## config.mk

```make
export PLATFORM = sky130hd
export DESIGN_NAME = conv_frame_encoder
export DESIGN_NICKNAME = d
export VERILOG_FILES = /design/src/rtl/viterbi_pkg.sv /design/src/rtl/conv_enc_core.sv /design/src/rtl/conv_frame_encoder.sv
export SDC_FILE = /design/constraint.sdc
export NUM_CORES = 1
export LEC_CHECK = 0
export CAP_MARGIN = 20
export CORE_ASPECT_RATIO = 1.2
export CORE_MARGIN = 2
export CORE_UTILIZATION = 45
export DETAILED_ROUTE_END_ITERATION = 10
export PLACE_DENSITY = 0.69
export SKIP_LAST_GASP = 1
export SYNTH_ARGS = -nofsm -noshare
export SYNTH_HDL_FRONTEND = slang
export SYNTH_SLANG_ARGS = --single-unit
```

## constraint.sdc

```tcl
create_clock -name clk -period 4 [get_ports clk]
set_clock_uncertainty 0.05 [all_clocks]
set_input_delay 1.2 -clock clk [delete_from_list [all_inputs] [get_ports clk]]
set_output_delay 1.2 -clock clk [all_outputs]
set_load 0.005 [all_outputs]
```

## src/rtl/viterbi_pkg.sv

```systemverilog
// Shared encoder/decoder definitions: code parameters, FSM state and symbol types.
package viterbi_pkg;

    localparam int             K  = 3;
    localparam logic [K-1:0]   G0 = 3'b111;
    localparam logic [K-1:0]   G1 = 3'b101;

    typedef enum logic [1:0] {
        IDLE = 2'd0,
        DATA = 2'd1,
        TAIL = 2'd2
    } enc_state_t;

    typedef logic [1:0] symbol_t;

    // w[K-1] is the newest bit; each generator bit taps the matching window position.
    function automatic symbol_t encode_sym(input logic [K-1:0] w);
        return {^(w & G0), ^(w & G1)};
    endfunction

endpackage

```

## src/rtl/conv_enc_core.sv

```systemverilog
// Convolutional encoder datapath: K-1 bit shift register and registered parity symbol.
module conv_enc_core
    import viterbi_pkg::*;
(
    input  logic    clk,
    input  logic    rst,
    input  logic    step,
    input  logic    b,
    output symbol_t sym,
    output logic    sr_zero
);

    logic [K-2:0] sr_q, sr_d;
    symbol_t      sym_q, sym_d;
    logic [K-1:0] w;

    // NOTE: every always_comb output gets a default first, so no path can infer a latch.
    always_comb begin
        w     = {b, sr_q};
        sr_d  = sr_q;
        sym_d = sym_q;
        if (step) begin
            sr_d  = w[K-1:1];
            sym_d = encode_sym(w);
        end
    end

    // NOTE: sequential state uses non-blocking assignments only; reset is synchronous.
    always_ff @(posedge clk) begin
        if (rst) begin
            sr_q  <= '0;
            sym_q <= '0;
        end else begin
            sr_q  <= sr_d;
            sym_q <= sym_d;
        end
    end

    assign sym     = sym_q;
    assign sr_zero = (sr_q == '0);

endmodule

```

## src/rtl/conv_frame_encoder.sv

```systemverilog
// Rate-1/2 framed convolutional encoder: FRAME_LEN info symbols, then K-1 zero-tail symbols.
module conv_frame_encoder
    import viterbi_pkg::*;
#(
    parameter int          FRAME_LEN    = 64,
    // Frame counter reset value; nonzero only to reach the 16-bit wrap quickly.
    parameter logic [15:0] FRAME_CT_RST = 16'h0000
) (
    input  logic        clk,
    input  logic        rst,
    input  logic        enable_i,
    input  logic        d_in,
    output logic        ready_o,
    output logic        valid_o,
    output logic [1:0]  d_out,
    output logic        sop_o,
    output logic        eop_o,
    output logic        drop_o,
    output logic [15:0] frame_ct_o
);

    localparam int BCW = $clog2(FRAME_LEN + 1);
    localparam int TCW = $clog2(K);
    localparam logic [BCW-1:0] LAST_BIT_M1 = BCW'(FRAME_LEN - 1);
    localparam logic [TCW-1:0] LAST_TAIL   = TCW'(K - 2);

    enc_state_t     state_q, state_d;
    logic [BCW-1:0] bit_ct_q, bit_ct_d;
    logic [TCW-1:0] tail_ct_q, tail_ct_d;
    logic [15:0]    frame_ct_q, frame_ct_d;
    logic           valid_q, sop_q, sop_d, eop_q, eop_d, drop_q, drop_d;

    logic    in_tail, accept, step, enc_b, sr_zero;
    symbol_t sym;

    assign in_tail = (state_q == TAIL);
    assign ready_o = ~in_tail;
    assign accept  = enable_i & ready_o;
    assign step    = accept | in_tail;
    assign enc_b   = d_in & ~in_tail;

    conv_enc_core u_core (
        .clk     (clk),
        .rst     (rst),
        .step    (step),
        .b       (enc_b),
        .sym     (sym),
        .sr_zero (sr_zero)
    );

    always_comb begin
        state_d    = state_q;
        bit_ct_d   = bit_ct_q;
        tail_ct_d  = tail_ct_q;
        frame_ct_d = frame_ct_q;
        sop_d      = 1'b0;
        eop_d      = 1'b0;
        drop_d     = enable_i & ~ready_o;
        case (state_q)
            IDLE: begin
                if (accept) begin
                    bit_ct_d = BCW'(1);
                    sop_d    = 1'b1;
                    state_d  = (FRAME_LEN == 1) ? TAIL : DATA;
                end
            end
            DATA: begin
                if (accept) begin
                    bit_ct_d = bit_ct_q + BCW'(1);
                    if (bit_ct_q == LAST_BIT_M1) state_d = TAIL;
                end
            end
            TAIL: begin
                if (tail_ct_q == LAST_TAIL) begin
                    tail_ct_d  = '0;
                    bit_ct_d   = '0;
                    eop_d      = 1'b1;
                    frame_ct_d = frame_ct_q + 16'd1;
                    state_d    = IDLE;
                end else begin
                    tail_ct_d = tail_ct_q + TCW'(1);
                end
            end
            default: state_d = IDLE;
        endcase
    end

    always_ff @(posedge clk) begin
        if (rst) begin
            state_q    <= IDLE;
            bit_ct_q   <= '0;
            tail_ct_q  <= '0;
            frame_ct_q <= FRAME_CT_RST;
            valid_q    <= 1'b0;
            sop_q      <= 1'b0;
            eop_q      <= 1'b0;
            drop_q     <= 1'b0;
        end else begin
            state_q    <= state_d;
            bit_ct_q   <= bit_ct_d;
            tail_ct_q  <= tail_ct_d;
            frame_ct_q <= frame_ct_d;
            valid_q    <= step;
            sop_q      <= sop_d;
            eop_q      <= eop_d;
            drop_q     <= drop_d;
        end
    end

    // Zero-tail termination guarantees every frame begins from the all-zero state.
    idle_sr_zero_a: assert property (@(posedge clk) disable iff (rst)
        (state_q == IDLE) |-> sr_zero);

    assign valid_o    = valid_q;
    assign d_out      = sym;
    assign sop_o      = sop_q;
    assign eop_o      = eop_q;
    assign drop_o     = drop_q;
    assign frame_ct_o = frame_ct_q;

endmodule

```

==> flow_summary.yaml <==
outcome:
  outcome: "finished, final reports clean"
worst_setup_path:
  path_max_fanout: 13
  r2r-start: "state_q[0]"
  startpoint_type: "register"
  arrival_ns: 1.86
  startpoint: "state_q[0]"
  cp_data_required_time_ns: 2.75
  crit_type: "reg2out"
  endpoint_kind: "primary output"
cts:
  clock_sinks: 35
  post_cts_resized: 0
  cts-buffers-inserted: 5
  postCtsSetupRepairBufs: 0
  clockBufferDepth: 2
  cts_tree: "done"
  holdBufCountCts: 0
  htreeDepth: 2
  cts.clk_slew.worst_paths_ns: 0.07
  clockRootBuffer: "clkbuf_8"
  clkLatencyLatePin_ns: 0.29
run:
  maxCapViolCount: 0
layout:
  num-nets-final: 227
  area_delta_synth_final_pct: 23.0
  drive_gt1_frac: 0.0461
  layoutNonFillerInstCount: 256
  diodes: 0
detailed_routing:
  first_pass_iters: 4
  finalWirelength_microns: 3440
  vias: 1445
  remaining_drc_errors: 0
  drtIter0Drc: 38
  wl_per_cell_microns: 13.4
  ant_nets: 0
  vias_per_cell: 5.64
synthesis:
  synth_compound_area_frac: 0.147
  ys.warnings.count: 0
  ys_types: 40
  syn_nets: 202
  syn_area_sq_um: 1650
  syn_avg_cell_area_sq_um: 8.63
  seq_area_frac_synth: 0.425
  synth_top_family_by_area: "simple AND/OR/NAND/NOR gates"
  muxShareOfSynthArea: 0.0243
  ys_seq_elements: 35
  synth_adder_area_share: 0.0532
  synth-xor-area-share: 0.0532
  synthCells: 191
  yosys.area_share.simple: 0.249
placement:
  hpwl_microns: 2490
  gp_congestion: 0.829
  dp.cells: 248
  port_buffers: 26
timing:
  worstMarginPinSlew_ns: 0.775
  fin_crit_sh: 0.777
  setup_violations: 0
  fin_crit_ns: 3.11
  rsz0062_at_grt: "no"
  hold_viol: 0
  slew_violations: 0
  fin_setup_tns_ns: 0
  hold_ws_ns: 0.420
  maxSlewHeadroom: 0.483
  max_freq_mhz: 322
hold_path:
  hp-start: "bit_ct_q[6]"
  holdCritPathClass: "reg2reg"
die:
  std_cell_rows: 24
  die_h_microns: 70.3
  die-area_sq_um: 4160
  start_util: 0.461
  core_area_sq_um: 3570
  top_level_ports: 27
  fp.dieW_microns: 59.2
pwr:
  netSwitchingPower_mw: 0.188
  sw_frac_of_total: 0.254
  ir_worst_vdd_uv: 217
  p_comb_frac: 0.125
  p_per_area_nw_per_um2: 365
  power_leakage_nw: 0.723
  pwr-share-seq: 0.494
  clkPwrFrac: 0.381
  power.internal_mw: 0.552
global_route:
  track_usage: 0.182
  grt_pass1_wl_microns: 5870
  grt_start_max_net_pins: 22
  grt_overflow: 0
  antenna_found_initial: 0
  grt_pass1_vias: 1335
==> synthesized netlist by cell type <==
library cell / n / share of area
or3_1: 5 / 0.019
nor3b_1: 1 / 0.0046
o32ai_1: 2 / 0.011
o31ai_1: 2 / 0.0091
nand3_1: 6 / 0.018
a21oi_1: 12 / 0.036
o41ai_1: 2 / 0.011
o211a_1: 1 / 0.0061
o22ai_1: 1 / 0.0038
nand4_1: 4 / 0.015
and4_1: 4 / 0.021
nand2_1: 18 / 0.041
mux2i_1: 4 / 0.024
or2_2: 1 / 0.0038
nand4b_1: 2 / 0.011
o21ai_0: 7 / 0.021
nor2_1: 18 / 0.041
or2_1: 2 / 0.0076
and3_1: 4 / 0.015
ha_1: 7 / 0.053
xor2_1: 5 / 0.027
or4_1: 2 / 0.0091
buf_2: 3 / 0.0091
a31oi_1: 2 / 0.0076
and3b_1: 1 / 0.0053
clkbuf_1: 5 / 0.011
o211ai_1: 3 / 0.014
xnor2_1: 5 / 0.027
nor4b_2: 1 / 0.0091
nor2b_1: 2 / 0.0076
buf_1: 1 / 0.0023
o21bai_1: 1 / 0.0046
nor3_1: 3 / 0.0091
inv_1: 11 / 0.025
a22oi_1: 1 / 0.0046
nand2b_1: 3 / 0.011
o22a_1: 1 / 0.0053
o21a_1: 2 / 0.0091
a211oi_1: 1 / 0.0046
dfxtp_1: 35 / 0.43
==> critical path, cell delays in order (launching register included) <==
cell and delay, ns:
dfxtp_1 0.34, inv_1 0.13, ha_1 0.46, inv_1 0.16
clkdlybuf4s50_1 0.47
==> power groups by stage <==
stage               Combinational (mW)  Clock (mW)  Sequential (mW)
finish                          0.0923       0.282            0.366
global route                     0.101       0.303            0.367
CTS                             0.0915       0.290            0.366
detailed placement              0.0908           0            0.374
global placement                0.0860           0            0.373
floorplan                       0.0656           0            0.373
==> metrics by stage <==
stage / area (sq um) / setup WS, ns / power, mW / util
finish: 2030 / 0.890 / 0.740 / 0.567
global route: 2030 / 0.770 / 0.772 / 0.567
CTS: 2030 / 0.883 / 0.747 / 0.567
detailed placement: 1930 / 0.821 / 0.465 / 0.539
global placement: 1930 / 0.937 / 0.459 / 0.539
floorplan: 1650 / 1.73 / 0.438 / -
==> final timing paths <==
kind / slack (ns) / cells after the start / end
worst max-delay path: 0.89 / 4 / ready_o
worst min-delay path: 0.42 / 2 / bit_ct_q[6]
worst max register to register: 1.71 / 6 / frame_ct_o[12]
worst min register to register: 0.42 / 2 / bit_ct_q[6]
==> registers in the layout, indices dropped and copies added, names as in the netlist <==
signal	flops
sop_o	1
bit_ct_q	7
u_core.sym	2
frame_ct_o	16
eop_o	1
state_q	2
tail_ct_q	2
u_core.sr_q	2
valid_o	1
drop_o	1
==> per-layer routing <==
metal,routed length (microns),vias to the layer above,track usage,part of all wire
met1,1440,681,0.205,0.42
met4,76,0,0.0859,0.022
met5,0,-,0,0
met2,1780,36,0.309,0.52
met3,148,8,0.0463,0.043
li1,-,720,-,-
==> cells by family (layout without fill, tap and decap cells) <==
logic type | after synthesis | after routing
buffers and inverters | 20 | 46
AND/OR/NAND/NOR | 77 | 77
adder cells (fa/ha/maj) | 7 | 7
flip-flops | 35 | 35
XOR/XNOR | 10 | 10
multiplexers | 4 | 4
AO/OA/AOI/OAI | 38 | 38
==> placed cells by master, fill, tap and decap left out, types with 3 or more instances in the layout <==
| cell type | n |
|---|---|
| dfxtp_1 | 35 |
| clkdlybuf4s50_1 | 26 |
| nor2_1 | 18 |
| nand2_1 | 18 |
| a21oi_1 | 12 |
| inv_1 | 11 |
| o21ai_0 | 7 |
| ha_1 | 7 |
| clkbuf_8 | 7 |
| nand3_1 | 6 |
| xnor2_1 | 5 |
| xor2_1 | 5 |
| or3_1 | 5 |
| and4_1 | 4 |
| and3_1 | 4 |
| nand4_1 | 4 |
| mux2i_1 | 4 |
| nor3_1 | 3 |
| nand2b_1 | 3 |
| o211ai_1 | 3 |
==> area by class of cell <==
| class | count | area (sq um) |
|---|---|---|
| multi-input combinational | 136 | 868 |
| tap | 39 | 48.8 |
| sequential | 35 | 701 |
| inverter | 11 | 41.3 |
| timing repair buffer | 27 | 268 |
| clock buffer | 8 | 100 |
| fill | 323 | 1550 |
Power figures use the tool's default switching activity.
